## config.mk

```make
export PLATFORM = sky130hd
export DESIGN_NAME = lz77_decoder_flat
export DESIGN_NICKNAME = d
export VERILOG_FILES = /design/src/rtl/lz77_pkg.sv /design/src/rtl/lz77_decoder_if.sv /design/src/rtl/lz77_hist_buf.sv /design/src/rtl/lz77_decoder.sv /design/src/flat_wrapper.sv
export SDC_FILE = /design/constraint.sdc
export NUM_CORES = 1
export LEC_CHECK = 0
export CORE_MARGIN = 8
export CORE_UTILIZATION = 56
export CTS_BUF_LIST = sky130_fd_sc_hd__clkbuf_4
export CTS_CLUSTER_DIAMETER = 120
export CTS_CLUSTER_SIZE = 20
export DETAILED_ROUTE_END_ITERATION = 7
export PLACE_DENSITY = 0.8
export REMOVE_ABC_BUFFERS = 1
export SYNTH_ARGS = -nofsm -noshare
export SYNTH_HDL_FRONTEND = slang
export SYNTH_HIERARCHICAL = 1
export SYNTH_SLANG_ARGS = --single-unit
```

## constraint.sdc

```tcl
create_clock -name clk -period 2.48 [get_ports clk]
set_input_delay 0.372 -clock clk [delete_from_list [all_inputs] [get_ports clk]]
set_output_delay 0.372 -clock clk [all_outputs]
set_load 0.005 [all_outputs]
```

## src/rtl/lz77_pkg.sv

```systemverilog
// Shared LZ77 constants and decoder state type, common to the encoder and decoder.
// Offsets index history with 0 as the most recently emitted character.
package lz77_pkg;

    localparam int unsigned SEARCH_DEPTH = 9;
    localparam int unsigned LOOK_DEPTH   = 8;
    localparam int unsigned OFF_W        = 4;
    localparam int unsigned LEN_W        = 3;
    localparam int unsigned CHAR_W       = 8;
    localparam int unsigned CNT_W        = 4;

    localparam logic [CHAR_W-1:0] TERM_CHAR = 8'h24;

    typedef enum logic [1:0] {
        IDLE,
        COPY,
        LIT,
        DONE
    } dec_state_e;

endpackage

```

## src/rtl/lz77_decoder_if.sv

```systemverilog
// Token-in / character-out bus of the LZ77 decoder.
// The master drives tokens; the slave (decoder) returns decoded characters and status.
interface lz77_decoder_if;
    import lz77_pkg::*;

    logic              code_valid;
    logic              code_ready;
    logic [OFF_W-1:0]  offset;
    logic [LEN_W-1:0]  match_len;
    logic [CHAR_W-1:0] char_nxt;
    logic              out_valid;
    logic [CHAR_W-1:0] out_char;
    logic              finish;
    logic              err;

    modport master (
        output code_valid, offset, match_len, char_nxt,
        input  code_ready, out_valid, out_char, finish, err
    );

    modport slave (
        input  code_valid, offset, match_len, char_nxt,
        output code_ready, out_valid, out_char, finish, err
    );

endinterface

```

## src/rtl/lz77_hist_buf.sv

```systemverilog
// History shift register: new characters enter at entry 0, older ones move up.
// Single combinational read port indexed by offset; out-of-range reads return zero.
module lz77_hist_buf
    import lz77_pkg::*;
#(
    parameter int unsigned DEPTH = SEARCH_DEPTH
) (
    input  logic              clk,
    input  logic              reset,
    input  logic              i_shift_en,
    input  logic [CHAR_W-1:0] i_shift_char,
    input  logic [OFF_W-1:0]  i_rd_idx,
    output logic [CHAR_W-1:0] o_rd_char
);

    logic [CHAR_W-1:0] r_hist [DEPTH];

    always_ff @(posedge clk or posedge reset) begin
        if (reset) begin
            for (int k = 0; k < int'(DEPTH); k++) begin
                r_hist[k] <= '0;
            end
        end else if (i_shift_en) begin
            r_hist[0] <= i_shift_char;
            for (int k = 1; k < int'(DEPTH); k++) begin
                r_hist[k] <= r_hist[k-1];
            end
        end
    end

    assign o_rd_char = (32'(i_rd_idx) < DEPTH) ? r_hist[i_rd_idx] : '0;

endmodule

```

## src/rtl/lz77_decoder.sv

```systemverilog
// LZ77 token decoder: copies match_len chars from history, then emits the literal.
// One output character per clock; '$' ends decoding until reset.
module lz77_decoder
    import lz77_pkg::*;
(
    input logic           clk,
    input logic           reset,
    lz77_decoder_if.slave bus
);

    dec_state_e        r_state, w_state_nxt;
    logic [OFF_W-1:0]  r_off, w_off_nxt;
    logic [LEN_W-1:0]  r_len_cnt, w_len_nxt;
    logic [CHAR_W-1:0] r_char, w_char_nxt;
    logic              r_err, w_err_nxt;
    logic              r_out_valid, r_finish;
    logic [CHAR_W-1:0] r_out_char;
    logic [CNT_W-1:0]  r_hist_cnt, w_cnt_eff;

    logic              w_ready, w_accept, w_illegal, w_emit;
    logic [CHAR_W-1:0] w_emit_char, w_hist_rd;

    assign w_emit      = (r_state == COPY) || (r_state == LIT);
    assign w_emit_char = (r_state == COPY) ? w_hist_rd : r_char;

    // Count includes the char shifted in on this edge, so a back-to-back token
    // may reference the literal that is being emitted alongside its accept.
    assign w_cnt_eff = (w_emit && (r_hist_cnt != CNT_W'(SEARCH_DEPTH))) ?
                       r_hist_cnt + 1'b1 : r_hist_cnt;

    assign w_illegal = (bus.match_len != '0) &&
                       ((bus.offset >= OFF_W'(SEARCH_DEPTH)) || (bus.offset >= w_cnt_eff));

    always_comb begin
        w_ready = 1'b0;
        unique case (r_state)
            IDLE:    w_ready = 1'b1;
            LIT:     w_ready = (r_char != TERM_CHAR);
            default: w_ready = 1'b0;
        endcase
    end

    assign w_accept = bus.code_valid && w_ready;

    always_comb begin
        w_state_nxt = r_state;
        w_off_nxt   = r_off;
        w_len_nxt   = r_len_cnt;
        w_char_nxt  = r_char;
        w_err_nxt   = r_err;
        unique case (r_state)
            IDLE: ;
            COPY: begin
                w_len_nxt = r_len_cnt - 1'b1;
                if (r_len_cnt == LEN_W'(1)) begin
                    w_state_nxt = LIT;
                end
            end
            LIT: begin
                if (r_char == TERM_CHAR) begin
                    w_state_nxt = DONE;
                end else if (!w_accept) begin
                    w_state_nxt = IDLE;
                end
            end
            DONE: ;
        endcase
        // Token load, shared by IDLE and back-to-back LIT
        if (w_accept) begin
            w_off_nxt  = bus.offset;
            w_len_nxt  = bus.match_len;
            w_char_nxt = bus.char_nxt;
            if (w_illegal) begin
                w_err_nxt   = 1'b1;
                w_state_nxt = LIT;
            end else begin
                w_state_nxt = (bus.match_len != '0) ? COPY : LIT;
            end
        end
    end

    always_ff @(posedge clk or posedge reset) begin
        if (reset) begin
            r_state     <= IDLE;
            r_off       <= '0;
            r_len_cnt   <= '0;
            r_char      <= '0;
            r_err       <= 1'b0;
            r_out_valid <= 1'b0;
            r_out_char  <= '0;
            r_finish    <= 1'b0;
            r_hist_cnt  <= '0;
        end else begin
            r_state     <= w_state_nxt;
            r_off       <= w_off_nxt;
            r_len_cnt   <= w_len_nxt;
            r_char      <= w_char_nxt;
            r_err       <= w_err_nxt;
            r_out_valid <= w_emit;
            r_finish    <= r_finish || (r_state == DONE);
            r_hist_cnt  <= w_cnt_eff;
            if (w_emit) begin
                r_out_char <= w_emit_char;
            end
        end
    end

    lz77_hist_buf #(
        .DEPTH (SEARCH_DEPTH)
    ) u_hist_buf (
        .clk          (clk),
        .reset        (reset),
        .i_shift_en   (w_emit),
        .i_shift_char (w_emit_char),
        .i_rd_idx     (r_off),
        .o_rd_char    (w_hist_rd)
    );

    assign bus.code_ready = w_ready;
    assign bus.out_valid  = r_out_valid;
    assign bus.out_char   = r_out_char;
    assign bus.finish     = r_finish;
    assign bus.err        = r_err;

endmodule

```

## src/flat_wrapper.sv

```systemverilog
// flat-port wrapper written by rule: the top's interface ports become plain ports
module lz77_decoder_flat import lz77_pkg::*;
  (clk, reset, bus_code_valid, bus_offset, bus_match_len, bus_char_nxt, bus_code_ready, bus_out_valid, bus_out_char, bus_finish, bus_err);
  lz77_decoder_if bus_i ();
  input logic clk;
  input logic reset;
  input wire logic [$bits(bus_i.code_valid)-1:0] bus_code_valid;
  input wire logic [$bits(bus_i.offset)-1:0] bus_offset;
  input wire logic [$bits(bus_i.match_len)-1:0] bus_match_len;
  input wire logic [$bits(bus_i.char_nxt)-1:0] bus_char_nxt;
  output wire logic [$bits(bus_i.code_ready)-1:0] bus_code_ready;
  output wire logic [$bits(bus_i.out_valid)-1:0] bus_out_valid;
  output wire logic [$bits(bus_i.out_char)-1:0] bus_out_char;
  output wire logic [$bits(bus_i.finish)-1:0] bus_finish;
  output wire logic [$bits(bus_i.err)-1:0] bus_err;
  assign bus_i.code_valid = bus_code_valid;
  assign bus_i.offset = bus_offset;
  assign bus_i.match_len = bus_match_len;
  assign bus_i.char_nxt = bus_char_nxt;
  assign bus_code_ready = bus_i.code_ready;
  assign bus_out_valid = bus_i.out_valid;
  assign bus_out_char = bus_i.out_char;
  assign bus_finish = bus_i.finish;
  assign bus_err = bus_i.err;
  lz77_decoder u_core (.clk(clk), .reset(reset), .bus(bus_i));
endmodule
```

==> impl_results.md <==
* Status: complete, no violations
* Max Cap Viol at 0
* Die Wd at 111 um
* Final min period at 2.42 ns
* Die area at 0.0122 sq mm
* CP peak stage delay at 0.44 ns
* Longest Clk Path Bufs at 2
* Final WS setup at 0.0570 ns
* Num CTS Buffers at 9
* # hold bufs at CTS at 0
* Final Setup Violations at 0
* Most frequent cells in the layout: dfrtp_1, mux2_2, mux2i_1
* FF-to-FF End: u_core/r_state[1]
* Kind of critical path: register to register
* Crit path buffers/inverters at 2
* Critical Path Start: u_core/r_hist_cnt[1]
* Std cell rows at 34
* Critical Path End: u_core/r_state[1]
* Worst-Skew Late Latency at 0.46 ns
* Pin count of the biggest net entering global routing at 73
* WP depth at 11
* I/O Pins at 30
* Syn-to-layout area delta at 14.8%
* Yosys cell types at 42
* Hold slack at 0.315 ns
* DRC violations left at 0
* Top_reg_cell synth: dfrtp_1
* Least-Margin Pin Slew at 0.545 ns
* Slew HR at 0.636
* All-layer global routing usage at 0.160
* Initial DRC Count at 90
* Dpl cell area at 0.00550 sq mm
* Drt first pass iters at 4
* Critical path's top delay family: compound AO/OA/AOI/OAI gates
* Final Total Pwr at 8780 uW
* Final TNS setup at 0 ns
* RSZ-0062 raised after global routing: true
* Hold Vio Cnt, Final at 0
* Detailed-route via count at 3017
* Sequential share of the synthesized area at 0.519
* Final instance area at 0.00575 sq mm
* PD cells at 1530 mW/mm^2
* Clock Skew at 0.0237 ns
* Crit-path slowest cell: dfrtp_1
* Hold crit path type: input port to asynchronous set/reset pin
* Sw Ratio at 0.355
* Cell taking the most area after synthesis: dfrtp_1
* Post-DP HPWL at 6560 um
* Root buffer cell: clkbuf_4
* Overflow after GRT at 0
* Vias per Instance at 5.71
* WL final at 9620 um
* Post-Syn Instances at 364
* Worst Reg-to-Reg Cells at 11
* Post-synthesis register bit count at 104
* Critical path endpoint category: register
* Fraction of layout cells with a size suffix above 1 at 0.407
* F_max at 413 MHz
* Worst path required time at 2.85 ns
* Sw Pwr at 3120 uW
* Most common cell on crit path: ha_1
* Initial core utilization at 0.574
* Chip height at 111 um
* PortBufs at 29
* Sequential share of power at 0.371
* First-pass GRT wire length at 16200 um
* Leak pwr at 0.00255 uW
* Total internal power at 5660 uW
* WL/cell at 18.2 um
* Most common cell after layout, fill and taps aside: dfrtp_1
* Reg2Reg Setup Slack at 0.06 ns
* Core area at 0.00872 sq mm
* Async S/R FF share, synth at 1.00
* Final Slew Violations at 0
* Synth Cell Area at 0.00501 sq mm
* CTS tree: done
* Num Clock Sinks at 104
* GPL Wtd Cong at 0.738
* Fin crit share at 0.977
* Ys Warns at 6
* Clock transition at path regs at 0.17 ns
* Worst path cell trace: inv_1 -> ha_1 -> nand2_1 -> o21ai_0 -> buf_4 -> xnor2_2 -> ha_1 -> nand2b_1 -> a211oi_2 -> o211ai_1 -> o31a_2
* Crit path DAT at 2.79 ns
* Final ANT Viol Nets at 0
* CTS HTree Levels at 3
* Vias in the first global route at 3168
* Dpl ws at -0.0269 ns
* Syn avg cell area at 13.8 sq um
* Ranking of synthesized cells by area: dfrtp_1, mux2_2, mux2i_1, ha_1, mux2_4
* Final Net Count at 445
* Maximum vdd drop at 0.847 mV
* Startpoint Class: register
* Initial antenna violation count at 0
* EDFF count, synth at 0
* Crit-path max FO at 4
* Synth top area share at 0.519
* Antenna diode instance count at 0
* Reg-to-Reg Start: u_core/r_hist_cnt[1]
* Combinational cell fraction of total power at 0.527
* Clock share of power at 0.103
[how the worst min path moves through the flow]
stage	start	end	slack, ns	cells past startpoint
3_3_place_gp	u_core/bus.finish	u_core/bus.finish	0.45	1
2_1_floorplan	u_core/bus.err	u_core/bus.err	0.46	2
6_report	reset	u_core/u_hist_buf/r_hist[71]	0.31	3
5_1_grt	reset	u_core/u_hist_buf/r_hist[71]	0.34	3
3_5_place_dp	u_core/bus.finish	u_core/bus.finish	0.45	1
4_1_cts	reset	u_core/u_hist_buf/r_hist[7]	0.34	3
[cells by family after synthesis]
logic type      after synthesis  share of synthesized area
simple gates                 33                     0.0400
flops                       104                      0.519
fa+ha+maj                    12                     0.0300
mux                         138                      0.309
compound gates               41                     0.0594
xor+xnor                      4                    0.00699
buf+inv                      32                     0.0347
[flip-flops by register name, summed over array words and instances, names as in the netlist]
| register | cells |
|---|---|
| u_core/u_hist_buf/r_hist | 72 |
| u_core/bus.out_char | 8 |
| u_core/r_char | 8 |
| u_core/r_hist_cnt | 4 |
| u_core/r_off | 4 |
| u_core/r_len_cnt | 3 |
| u_core/r_state | 2 |
| u_core/bus.err | 1 |
| u_core/bus.finish | 1 |
| u_core/bus.out_valid | 1 |
[cells in the mapped netlist (all sizes together), types with 2 or more instances]
cell type / count
a211oi: 2
a21oi: 10
a22oi: 7
a31o: 7
and2: 7
buf: 17
clkbuf: 3
dfrtp: 104
ha: 12
inv: 12
mux2: 104
mux2i: 33
nand2: 4
nand2b: 3
nand3: 7
nor2b: 3
o21a: 3
o21ai: 5
o31ai: 2
or2: 2
or4b: 2
xnor2: 2
xor2: 2
[worst register-to-register path, stage by stage (launching register included)]
cell,delay (ns)
dfrtp_1,0.44
inv_1,0.08
ha_1,0.17
nand2_1,0.07
o21ai_0,0.21
buf_4,0.18
xnor2_2,0.13
ha_1,0.26
nand2b_1,0.15
a211oi_2,0.22
o211ai_1,0.14
o31a_2,0.31
[power by group through the flow]
stage	sequential, uW	combinational (uW)	clock, uW
after CTS	3250	4570	917
after global placement	3230	4280	0
after floorplan	3180	2900	0
final	3260	4630	901
after global routing	3390	5010	1000
after detailed placement	3290	4430	0
[final cells by class]
cell class	instances	area (sq um)
Tap cell	108	135
Inverter	12	45.0
Timing Repair Buffer	60	551
Multi-Input combinational cell	228	2270
Sequential cell	104	2600
Clock buffer	9	67.6
Fill cell	615	2970
Clock inverter	7	77.6
[through the flow]
stage          std cells  utilization
2_1_floorplan        344            -
3_3_place_gp         502        0.631
3_5_place_dp         502        0.631
4_1_cts              523        0.655
5_1_grt              528        0.659
6_report             528        0.659
[per-layer routing]
layer	GRT usage	part of all wire	vias to the layer above
li1	-	-	1420
met1	0.212	0.46	1541
met2	0.254	0.49	54
met3	0.0341	0.040	2
met4	0.0532	0.0034	0
met5	0	0	-
[repair_timing]
item                       in CTS  in global routing
gates resized for setup        10                  2
setup buffers                   5                  5
pin swaps                       3                  4
cloned                          0                  0
setup endpoints to repair       2                  2
Power figures use the tool's default switching activity.
